[config.mk]
export PLATFORM = sky130hd
export DESIGN_NAME = image_loader
export DESIGN_NICKNAME = d
export VERILOG_FILES = /design/src/rtl/image_loader.sv
export SDC_FILE = /design/constraint.sdc
export NUM_CORES = 1
export LEC_CHECK = 0
export CAP_MARGIN = 40
export CORE_ASPECT_RATIO = 2
export CORE_UTILIZATION = 30
export CTS_BUF_LIST = sky130_fd_sc_hd__clkbuf_2 sky130_fd_sc_hd__clkbuf_4 sky130_fd_sc_hd__clkbuf_8
export CTS_CLUSTER_SIZE = 12
export DETAILED_ROUTE_END_ITERATION = 16
export PLACE_DENSITY = 0.55
export SYNTH_ARGS = -nofsm -noshare
export SYNTH_HDL_FRONTEND = slang
export SYNTH_SLANG_ARGS = --single-unit
[constraint.sdc]
create_clock -name clk -period 2 [get_ports clk]
set_input_delay 0.4 -clock clk [delete_from_list [all_inputs] [get_ports clk]]
set_output_delay 0.4 -clock clk [all_outputs]
set_load 0.02 [all_outputs]
[src/rtl/image_loader.sv]
// Byte-stream to 32-bit word packer feeding the image RAM write port.
// Fills WORDS words from address 0 and keeps a running byte checksum.
module image_loader #(
    parameter int WORDS  = 45501,
    parameter int ADDR_W = 18
) (
    input  logic              clk,
    input  logic              rst,
    input  logic              start,
    input  logic [7:0]        in_data,
    input  logic              in_valid,
    output logic              in_ready,
    output logic              we,
    output logic [ADDR_W-1:0] waddr,
    output logic [31:0]       wdata,
    output logic              busy,
    output logic              done,
    output logic [31:0]       checksum
);

    // state  | meaning
    // IDLE   | waiting for start after reset
    // LOAD   | accepting bytes, one word write per four bytes
    // DONE   | last word written, waiting for a new start
    typedef enum logic [1:0] {S_IDLE, S_LOAD, S_DONE} state_t;

    localparam logic [ADDR_W-1:0] LAST_WORD = ADDR_W'(WORDS - 1);

    state_t             state_q, state_d;
    logic [1:0]         byte_cnt_q, byte_cnt_d;
    logic [ADDR_W-1:0]  word_cnt_q, word_cnt_d;
    logic [23:0]        pack_q, pack_d;
    logic               we_q, we_d;
    logic [ADDR_W-1:0]  waddr_q, waddr_d;
    logic [31:0]        wdata_q, wdata_d;
    logic [31:0]        checksum_q, checksum_d;

    always_comb begin
        state_d    = state_q;
        byte_cnt_d = byte_cnt_q;
        word_cnt_d = word_cnt_q;
        pack_d     = pack_q;
        we_d       = 1'b0;
        waddr_d    = waddr_q;
        wdata_d    = wdata_q;
        checksum_d = checksum_q;
        case (state_q)
            S_IDLE, S_DONE: begin
                if (start) begin
                    state_d    = S_LOAD;
                    byte_cnt_d = 2'd0;
                    word_cnt_d = '0;
                    checksum_d = '0;
                end
            end
            S_LOAD: begin
                if (in_valid) begin
                    pack_d     = {pack_q[15:0], in_data};
                    byte_cnt_d = byte_cnt_q + 2'd1;
                    checksum_d = checksum_q + 32'(in_data);
                    // Fourth byte completes the word; older bytes are already in pack_q.
                    if (byte_cnt_q == 2'd3) begin
                        we_d       = 1'b1;
                        wdata_d    = {pack_q, in_data};
                        waddr_d    = word_cnt_q;
                        word_cnt_d = word_cnt_q + ADDR_W'(1);
                        if (word_cnt_q == LAST_WORD) begin
                            state_d = S_DONE;
                        end
                    end
                end
            end
            default: state_d = S_IDLE;
        endcase
    end

    always_ff @(posedge clk) begin
        if (rst) begin
            state_q    <= S_IDLE;
            byte_cnt_q <= 2'd0;
            word_cnt_q <= '0;
            pack_q     <= '0;
            we_q       <= 1'b0;
            waddr_q    <= '0;
            wdata_q    <= '0;
            checksum_q <= '0;
        end else begin
            state_q    <= state_d;
            byte_cnt_q <= byte_cnt_d;
            word_cnt_q <= word_cnt_d;
            pack_q     <= pack_d;
            we_q       <= we_d;
            waddr_q    <= waddr_d;
            wdata_q    <= wdata_d;
            checksum_q <= checksum_d;
        end
    end

    assign in_ready = (state_q == S_LOAD);
    assign busy     = (state_q == S_LOAD);
    assign done     = (state_q == S_DONE);
    assign we       = we_q;
    assign waddr    = waddr_q;
    assign wdata    = wdata_q;
    assign checksum = checksum_q;

endmodule

* Yosys cells after proc, flatten, opt, wreduce, memory -nomap -nowiden
Index checks and enable logic that the tools add are counted. Widths: inputs -> output; s select.
Word-level totals: word-level logic and storage cells 46, output and inout bits 86, flip-flop bits (word level) 129
Operators by class: muxes and demuxes 16, bitwise gates (word level) 2, equality and inequality tests 8, reductions and logical operators 9, $add $sub $neg 3
Operators by type and width (count):
- $mux 32 | 2
- $pmux 32 s2 | 1
- $mux 18 | 3
- $pmux 18 s2 | 1
- $add 32x8->32 | 1
- $add 18x1->18 const B | 1
- $eq 18x16->1 const B | 1
- $mux 2 | 6
- $pmux 2 s2 | 2
- $reduce_and 4->1 | 2
- $reduce_and 3->1 | 2
- $eq 2x2->1 const B | 2
- $ne 2x1->1 const B | 2
- $ne 2x2->1 const B | 2
- $reduce_or 3->1 | 1
- $add 2x1->2 const B | 1
- $eq 2x1->1 const B | 1
- $logic_not 2->1 | 1
- $not 1->1 | 2
- $reduce_and 2->1 | 1
- $reduce_bool 2->1 | 1
- $reduce_or 2->1 | 1
- $mux 1 | 1

* Longest topological paths before layout
Gate-level depths: netlist of run 1.
word-level depth 5, gate-level depth with buffers 10, depth with buffers taken out 9

* Least setup slack after synthesis of run 1
No wires, ideal clock.
path kind reg2reg, from register checksum_q[0] (netlist: checksum[0]), to register checksum_q[12] (netlist: checksum[12]), data arrival time 2.088 ns, stages on the path, launching flop included 11, clock period less this slack 2.215 ns, setup slack -0.215 ns, path through dfxtp_1 > ha_1 > inv_1 > fa_1 > nand2b_1 > a21oi_1 > o31ai_1 > buf_2 > nor3_1 > xnor2_1 > nor2_1
Between the ends: word-level cells in the longest chain between the ends 3
Ends and longest elaborated chain:
- start: declaration | line 36 | logic [31:0] checksum_q, checksum_d;
- start signal: assignment | line 95 | checksum_q <= checksum_d;
- $add 32x8->32 | line 60 | checksum_d = checksum_q + 32'(in_data);
- $mux 32 | line 57 | if (in_valid) begin
- $pmux 32 s2 | line 47 | case (state_q)
Every way passes these cells. The select of a mux whose other input is x is not followed. A chain may end at the register's enable or synchronous reset.

* Final worst setup path of run 1
Same ends and word-level chain as after synthesis.

==> results of run 1 <==
-- per-layer routing --
layer	part of all wire	up-vias	track usage
met1	0.35	2332	0.165
met2	0.57	123	0.327
met4	0.047	0	0.114
met5	0	-	0
met3	0.036	39	0.0362
li1	-	2499	-
-- layout make-up --
type,instances,area share
timing repair buffer,163,0.197
tap,210,0.0345
clock inverter,12,0.0154
sequential,129,0.340
clock buffer,19,0.0335
multi-input combinational,477,0.371
inverter,18,0.00886
-- state kept, by name, summed over array words and instances (netlist names) --
signal and cells:
waddr 18, pack_q 24, wdata 32, state_q 2
word_cnt_q 18, checksum 32, we 1, byte_cnt_q 2
-- metrics by stage --
stage,cells,TNS [ns],setup WS [ns]
2_1_floorplan,661,0,0.0188
3_3_place_gp,991,-17.42,-0.633
3_5_place_dp,991,-18.86,-0.676
4_1_cts,1024,-0.00717,-0.00717
5_1_grt,1028,-0.662,-0.106
6_report,1028,-0.0495,-0.0335
-- worst paths after layout --
path                from       endpoint  slack, ns  depth (start not counted)
max          checksum[0]   checksum[12]      -0.03                         11
min                  rst  byte_cnt_q[0]       0.27                          2
max reg2reg  checksum[0]   checksum[12]      -0.03                         11
min reg2reg   pack_q[20]      wdata[28]       0.45                          2
-- power by group through the flow --
stage          Sequential [W]  Combinational, W  Clock [W]
3_3_place_gp          0.00266          0.000329          0
6_report              0.00260          0.000356    0.00215
4_1_cts               0.00260          0.000346    0.00222
3_5_place_dp          0.00266          0.000333          0
2_1_floorplan         0.00266          0.000166          0
5_1_grt               0.00260          0.000386    0.00233
-- what timing repair did --
action | 4_1_cts | 5_1_grt
gates cloned | 0 | 0
endpoints found under the setup margin | 25 | 30
hold buffers | 0 | 0
setup buffers | 2 | 4
pin swaps | 8 | 20
resized for setup | 33 | 24
-- cells in the final DEF, fill, tap and decap left out, types with 4 or more instances in the layout --
cell,instances
nand2_1,170
dfxtp_1,125
a21oi_1,93
clkdlybuf4s50_1,77
buf_4,62
nor2_1,55
xnor2_1,27
nand3_1,22
clkbuf_8,18
inv_1,17
xor2_1,13
nand4_1,13
dlygate4sd2_1,13
ha_4,7
clkinv_2,7
dlymetal6s2s_1,6
nand2b_1,4
o21ai_0,4
nor3_4,4
a2111oi_4,4
ha_1,4
-- kinds of logic after synthesis --
kind of cell,count (synthesis)
simple gates,301
flops,129
compound gates,124
buf+inv,55
xor+xnor,40
fa+ha+maj,12
==> flow_metrics.env, run 1 <==
export IMPL_grt_pass1_wl_um=24300
export IMPL_hpwl_um=11200
export IMPL_critPathMaxFanout=5
export IMPL_dieArea_um2=18400
export IMPL_viasPerCell=4.86
export IMPL_cts_max_level=4
export IMPL_syn_nets=685
export IMPL_max_cap_violations=0
export IMPL_synth_most_common_cell="nand2_1"
export IMPL_slew_viol_final=0
export IMPL_clock_latency_ns=0.45
export IMPL_place_gp_congestion=0.859
export IMPL_post_route_cell_area_um2=7620
export IMPL_cts_tree="done"
export IMPL_crit_chain="ha_4 > inv_2 > fa_2 > nand2b_4 > a21oi_4 > o31ai_4 > buf_12 > buf_12 > nor3_4 > xnor2_1 > nor2_1"
export IMPL_synth_fa_ha_area_frac=0.0294
export IMPL_dominantRegCellSynth="dfxtp_1"
export IMPL_cp_start_kind="flop"
export IMPL_drc=0
export IMPL_critical_path_class="flop to flop"
export IMPL_boundaryPins=98
export IMPL_globalRoute_totalOverflow=0
export IMPL_clkPwrFrac=0.420
export IMPL_ys_warn_count=0
export IMPL_power_frac_seq=0.510
export IMPL_grt_pass1_vias=5009
export IMPL_hold_viol=0
export IMPL_leakagePower_nw=2.74
export IMPL_cp_end_kind="flop"
export IMPL_synth_edf_count=0
export IMPL_grt_use_total=0.175
export IMPL_drt_iter0_drc=181
export IMPL_p_comb_frac=0.070
export IMPL_clock_sinks=129
export IMPL_synth_distinct_cells=47
export IMPL_area_growth_pct=42.4
export IMPL_fin_nets=830
export IMPL_io_buffers=97
export IMPL_switchingPower_w=0.00124
export IMPL_worstMarginPinSlew_ns=0.572
export IMPL_power_w=0.00511
export IMPL_rsz0062_at_grt="true"
export IMPL_peakVddDrop_mv=0.404
export IMPL_setup_viol=4
export IMPL_first_pass_iters=4
export IMPL_grt_antenna_before_repair=0
export IMPL_fmax_mhz=492
export IMPL_register_area_um2=2590
export IMPL_failed_checks="negative setup slack"
export IMPL_synth_xor_area_frac=0.0654
export IMPL_critPathBufInv=3
export IMPL_power_density_nw_per_um2=670
export IMPL_wl_um=15400
export IMPL_chipHeight_um=191
export IMPL_grt_max_degree=82
export IMPL_numCtsBuffers=17
export IMPL_worstPathArrival_ns=2.38
export IMPL_cp_top_family="adder cells"
export IMPL_cp_slowest_cell="dfxtp_4"
export IMPL_final_core_util=0.439
export IMPL_maxSlewHeadroom=0.618
export IMPL_fill_cells=1764
export IMPL_routedWlPerCell_um=15.0
export IMPL_worst_path_largest_cell_delay_ns=0.37
export IMPL_synth_area_leaders="dfxtp_1 48%, nand2_1 12%, a21oi_1 9.0%"
export IMPL_synthDominantCellAreaShare=0.482
export IMPL_fin_crit_ns=2.03
export IMPL_synthArstFlopShare=0
export IMPL_setup_ws_ns=-0.0335
export IMPL_hp_class="input pin to flop"
export IMPL_ant_nets=0
export IMPL_syn_avg_cell_area_um2=8.10
export IMPL_crit_required_ns=2.35
export IMPL_status="finished with violations"
export IMPL_finClkSkew_ns=0.0101
export IMPL_initial_core_util=0.308
export IMPL_synth_cells=661
export IMPL_synth_area_um2=5350
export IMPL_period_share=1.02
export IMPL_rows=68
export IMPL_path_common_cell="buf_12"
export IMPL_coreArea_um2=17400
export IMPL_drive_gt1_frac=0.171
export IMPL_synth_top_family_by_area="simple AND/OR/NAND/NOR gates"
export IMPL_synth_mux_area_frac=0
export IMPL_synthTopCellsByCount="170 x nand2_1, 129 x dfxtp_1, 96 x a21oi_1"
export IMPL_synthSimpleGateAreaFrac=0.243
export IMPL_p_sw_frac=0.244
export IMPL_antennaDiodeCount=0
export IMPL_yosys_register_bits=129
export IMPL_multi_input_area_um2=2830
export IMPL_synth_compound_area_frac=0.138
export IMPL_clock_path_buffers=2
export IMPL_path_clk_slew_ns=0.08
export IMPL_worst_hold_slack_ns=0.269
export IMPL_ys_seq_area_frac=0.482
export IMPL_internal_power_w=0.00386
export IMPL_vias=4993
export IMPL_yosysTopAreaCell="dfxtp_1"
export IMPL_fp_dieW_um=96.5
export IMPL_placed_cell_area_um2=6950
export IMPL_cts_root_buf="clkbuf_8"
No activity file was read; power rests on OpenSTA's default activity.
==> inputs of run 2 (changes only) <==
--- a/config.mk
+++ b/config.mk
@@ -7,11 +7,11 @@
 export LEC_CHECK = 0
 export CAP_MARGIN = 40
 export CORE_ASPECT_RATIO = 2
-export CORE_UTILIZATION = 30
+export CORE_UTILIZATION = 45
 export CTS_BUF_LIST = sky130_fd_sc_hd__clkbuf_2 sky130_fd_sc_hd__clkbuf_4 sky130_fd_sc_hd__clkbuf_8
 export CTS_CLUSTER_SIZE = 12
 export DETAILED_ROUTE_END_ITERATION = 16
-export PLACE_DENSITY = 0.55
+export PLACE_DENSITY = 0.73
 export SYNTH_ARGS = -nofsm -noshare
 export SYNTH_HDL_FRONTEND = slang
 export SYNTH_SLANG_ARGS = --single-unit
==> flow_metrics.env, run 2 (same netlist as run 1, synthesis figures left out) <==
export IMPL_grt_pass1_vias=5102
export IMPL_clock_sinks=129
export IMPL_area_growth_pct=40.9
export IMPL_place_gp_congestion=0.861
export IMPL_drc=0
export IMPL_maxSlewHeadroom=0.638
export IMPL_cp_end_kind="flop"
export IMPL_coreArea_um2=11600
export IMPL_cts_tree="done"
export IMPL_grt_antenna_before_repair=0
export IMPL_crit_required_ns=2.38
export IMPL_drive_gt1_frac=0.165
export IMPL_rsz0062_at_grt="true"
export IMPL_globalRoute_totalOverflow=0
export IMPL_period_share=1.02
export IMPL_peakVddDrop_mv=0.608
export IMPL_antennaDiodeCount=0
export IMPL_initial_core_util=0.460
export IMPL_fp_dieW_um=79.1
export IMPL_finClkSkew_ns=0.0150
export IMPL_status="finished with violations"
export IMPL_grt_use_total=0.252
export IMPL_post_route_cell_area_um2=7540
export IMPL_layout_common_cells="170 x nand2_1, 126 x dfxtp_1, 92 x a21oi_1"
export IMPL_critPathMaxFanout=6
export IMPL_vias=5122
export IMPL_worstPathArrival_ns=2.43
export IMPL_fin_nets=825
export IMPL_mostFrequentLayoutCell="nand2_1"
export IMPL_setup_ws_ns=-0.0437
export IMPL_chipHeight_um=156
export IMPL_power_density_nw_per_um2=717
export IMPL_hpwl_um=10400
export IMPL_grt_max_degree=81
export IMPL_fin_crit_ns=2.04
export IMPL_placed_cell_area_um2=6860
export IMPL_drt_iter0_drc=264
export IMPL_first_pass_iters=4
export IMPL_max_cap_violations=0
export IMPL_wl_um=15000
export IMPL_hold_viol=0
export IMPL_clock_latency_ns=0.44
export IMPL_io_buffers=97
export IMPL_cts_hold_buf=0
export IMPL_cp_start_kind="input pin"
export IMPL_worstMarginPinSlew_ns=0.544
export IMPL_grt_pass1_wl_um=23700
export IMPL_placed_cells=922
export IMPL_numCtsBuffers=17
export IMPL_setup_viol=1
export IMPL_viasPerCell=5.34
export IMPL_dieArea_um2=12400
export IMPL_final_cells=959
export IMPL_leakagePower_nw=2.68
export IMPL_routedWlPerCell_um=15.7
export IMPL_boundaryPins=98
export IMPL_fmax_mhz=489
export IMPL_failed_checks="negative setup slack"
export IMPL_ant_nets=0
export IMPL_cts_max_level=4
export IMPL_critical_path_class="input pin to flop"
export IMPL_clock_path_buffers=2
export IMPL_path_clk_slew_ns=0.08
export IMPL_rows=56
export IMPL_slew_viol_final=0
export IMPL_cts_root_buf="clkbuf_8"
export IMPL_hp_class="input pin to flop"
## run 2: cell types whose count changed in the layout (fill, tap and decap cells not counted), moves of 3 or more
cell             before  now
dlygate4sd2_1        13    7
inv_6                 0    3
buf_4                62   54
clkbuf_8             18   21
nor3_4                4    1
clkdlybuf4s50_1      77   82
clkinv_2              7    2
## run 2: stage by stage
stage	setup TNS, ns	util	total power (W)	setup slack, ns	hold WS, ns
floorplan	0	-	0.00283	0.0188	0.432
global placement	-13.60	0.590	0.00299	-0.544	0.440
detailed placement	-15.80	0.590	0.00299	-0.595	0.446
CTS	-0.103	0.637	0.00542	-0.0400	0.277
global route	-0.200	0.649	0.00559	-0.0799	0.288
finish	-0.0437	0.649	0.00541	-0.0437	0.296
## run 2: final timing paths
kind                     from  cells past startpoint           end  slack (ns)
setup / recovery   in_data[6]                      8  checksum[28]       -0.04
hold / removal            rst                      2    state_q[0]        0.30
setup reg to reg  checksum[0]                      9  checksum[28]           0
hold reg to reg    pack_q[20]                      2     wdata[28]        0.45
## run 2: where the power goes
part | internal, W | switching, W | total (W)
registers | 0.00258 | 0.0000164 | 0.00260
logic | 0.000157 | 0.000211 | 0.000368
clock network | 0.00137 | 0.00107 | 0.00244
total | 0.00411 | 0.00130 | 0.00541
## run 2: cell type report
cell class,instances,area [um2]
Fill cell,1019,4090
Sequential cell,129,2590
Timing Repair Buffer,158,1480
Clock inverter,11,149
Tap cell,145,181
Clock buffer,21,289
Multi-Input combinational cell,477,2790
Inverter,18,67.6
## run 2: critical path: stages
cell and delay, ns:
clkdlybuf4s50_1 0.47, ha_1 0.42, o21ai_0 0.13, a22oi_2 0.21, o31ai_4 0.15, buf_4 0.17
or3_4 0.36, a21oi_2 0.12
## run 2: routing by layer
layer / wire [um] / global-route usage
met2: 8720 / 0.493
met1: 5190 / 0.231
met5: 0 / 0
met3: 493 / 0.0525
met4: 606 / 0.143
## run 2: repair_timing
action	CTS	global route
buffers inserted	2	1
cloned	1	1
endpoints found under the setup margin	26	30
hold endpoints to repair	0	0
gates resized for setup	22	24
pin swaps	6	6
==> inputs of run 3 (changes only) <==
--- a/config.mk
+++ b/config.mk
@@ -6,12 +6,15 @@
 export NUM_CORES = 1
 export LEC_CHECK = 0
 export CAP_MARGIN = 40
+export CELL_PAD_IN_SITES_DETAIL_PLACEMENT = 1
+export CELL_PAD_IN_SITES_GLOBAL_PLACEMENT = 1
 export CORE_ASPECT_RATIO = 2
-export CORE_UTILIZATION = 45
+export CORE_UTILIZATION = 36
 export CTS_BUF_LIST = sky130_fd_sc_hd__clkbuf_2 sky130_fd_sc_hd__clkbuf_4 sky130_fd_sc_hd__clkbuf_8
 export CTS_CLUSTER_SIZE = 12
 export DETAILED_ROUTE_END_ITERATION = 16
-export PLACE_DENSITY = 0.73
+export PLACE_DENSITY_LB_ADDON = 0.1
+export SKIP_CTS_REPAIR_TIMING = 1
 export SYNTH_ARGS = -nofsm -noshare
 export SYNTH_HDL_FRONTEND = slang
 export SYNTH_SLANG_ARGS = --single-unit
==> flow_metrics.env, run 3 (same netlist as run 1, synthesis figures left out) <==
export IMPL_worstPathArrival_ns=2.35
export IMPL_fp_dieW_um=88.2
export IMPL_setup_ws_ns=-0.0118
export IMPL_area_growth_pct=42.8
export IMPL_boundaryPins=98
export IMPL_rows=62
export IMPL_fmax_mhz=497
export IMPL_cp_startpoint="checksum[2]"
export IMPL_critPathMaxFanout=10
export IMPL_critPathBufInv=1
export IMPL_wl_um=16400
export IMPL_clock_sinks=129
export IMPL_fin_nets=821
export IMPL_crit_required_ns=2.34
export IMPL_peakVddDrop_mv=0.412
export IMPL_clock_path_buffers=2
export IMPL_max_cap_violations=0
export IMPL_multi_input_area_um2=2830
export IMPL_fin_crit_ns=2.01
export IMPL_grt_use_total=0.219
export IMPL_cp_slowest_cell="a2111oi_4"
export IMPL_layout_common_cells="170 x nand2_1, 127 x dfxtp_1, 94 x a21oi_1"
export IMPL_hp_class="input pin to flop"
export IMPL_power_density_nw_per_um2=715
export IMPL_vias=5091
export IMPL_cts_tree="done"
export IMPL_hpwl_um=11600
export IMPL_critical_path_class="flop to flop"
export IMPL_hold_path_depth=2
export IMPL_initial_core_util=0.371
export IMPL_globalRoute_totalOverflow=0
export IMPL_r2r_cells=8
export IMPL_fill_cells=1767
export IMPL_coreArea_um2=14400
export IMPL_clock_latency_ns=0.44
export IMPL_status="finished with violations"
export IMPL_drive_gt1_frac=0.160
export IMPL_grt_pass1_wl_um=26000
export IMPL_dpl_worst_slack_ns=-0.729
export IMPL_dieArea_um2=15400
export IMPL_cp_start_kind="flop"
export IMPL_rsz0062_at_grt="true"
export IMPL_r2r_setup_slack_ns=-0.01
export IMPL_r2r_end="checksum[21]"
export IMPL_setup_viol=4
export IMPL_r2r_start="checksum[2]"
export IMPL_io_buffers=97
export IMPL_crit_chain="ha_4 > nand3_1 > nor2_2 > o2111ai_2 > buf_6 > a2111oi_4 > xnor2_1 > nor2_1"
export IMPL_mostFrequentLayoutCell="nand2_1"
export IMPL_hold_viol=0
export IMPL_cts_root_buf="clkbuf_8"
export IMPL_slew_viol_final=0
export IMPL_finalSetupTns_ns=-0.0228
export IMPL_leakagePower_nw=2.76
export IMPL_register_area_um2=2590
export IMPL_drc=0
export IMPL_viasPerCell=5.08
export IMPL_critical_path_depth=8
export IMPL_cts_max_level=4
export IMPL_finClkSkew_ns=0.0138
export IMPL_worstMarginPinSlew_ns=0.547
export IMPL_numCtsBuffers=17
export IMPL_maxSlewHeadroom=0.635
export IMPL_grt_pass1_vias=5428
export IMPL_routedWlPerCell_um=16.3
export IMPL_place_gp_congestion=0.843
export IMPL_failed_checks="negative setup slack"
export IMPL_setup_worst_path_end="checksum[21]"
export IMPL_cp_end_kind="flop"
export IMPL_grt_antenna_before_repair=1
export IMPL_worst_path_largest_cell_delay_ns=0.37
export IMPL_grt_max_degree=54
export IMPL_period_share=1.01
export IMPL_first_pass_iters=4
export IMPL_ant_nets=0
export IMPL_drt_iter0_drc=129
export IMPL_chipHeight_um=174
export IMPL_cp_top_family="compound AO/OA/AOI/OAI gates"
export IMPL_path_clk_slew_ns=0.08
-- run 3: cell types whose count changed in the layout (fill, tap and decap cells not counted), moves of 3 or more --
cell	change
dlymetal6s2s_1	+10
clkdlybuf4s50_1	-3
dlygate4sd2_1	-7
clkinv_4	+3
clkbuf_8	-4
-- run 3: how the worst min path moves through the flow --
stage | startpoint | endpoint
finish | rst | byte_cnt_q[0]
global route | in_data[0] | pack_q[0]
CTS | rst | byte_cnt_q[0]
detailed placement | pack_q[16] | wdata[24]
global placement | pack_q[16] | wdata[24]
floorplan | pack_q[16] | wdata[24]
-- run 3: layout make-up --
type	count	share of cell area
diodes	1	0.000327
clock buffers	18	0.0316
clock inverters	14	0.0267
inverters	18	0.00884
multi-input cells	477	0.370
flip-flops and latches	129	0.339
well taps	192	0.0314
repair buffers	154	0.193
-- run 3: layer usage --
layer  part of all wire  vias to the layer above  global-route usage
met1               0.35                     2499               0.210
met4              0.026                        0              0.0988
met5                  0                        -                   0
met3              0.027                       26              0.0385
li1                   -                     2478                   -
met2               0.59                       88               0.427
-- run 3: per-stage QoR --
stage	instance area, um2	power [W]	hold WS [ns]	instances	utilization
floorplan	5410	0.00283	0.432	661	-
global placement	6900	0.00298	0.440	968	0.478
detailed placement	6900	0.00299	0.447	968	0.478
CTS	7340	0.00551	0.305	1000	0.509
global route	7640	0.00567	0.311	1003	0.530
finish	7640	0.00547	0.319	1003	0.530
-- run 3: report_power, final --
group	internal (W)	switching (W)
clock network	0.00139	0.00111
logic	0.000147	0.000211
registers	0.00258	0.0000194
-- run 3: worst register-to-register path: stages, from the launching register on --
cell,delay [ns]
dfxtp_1,0.34
ha_4,0.30
nand3_1,0.12
nor2_2,0.17
o2111ai_2,0.17
buf_6,0.21
a2111oi_4,0.38
xnor2_1,0.17
nor2_1,0.06
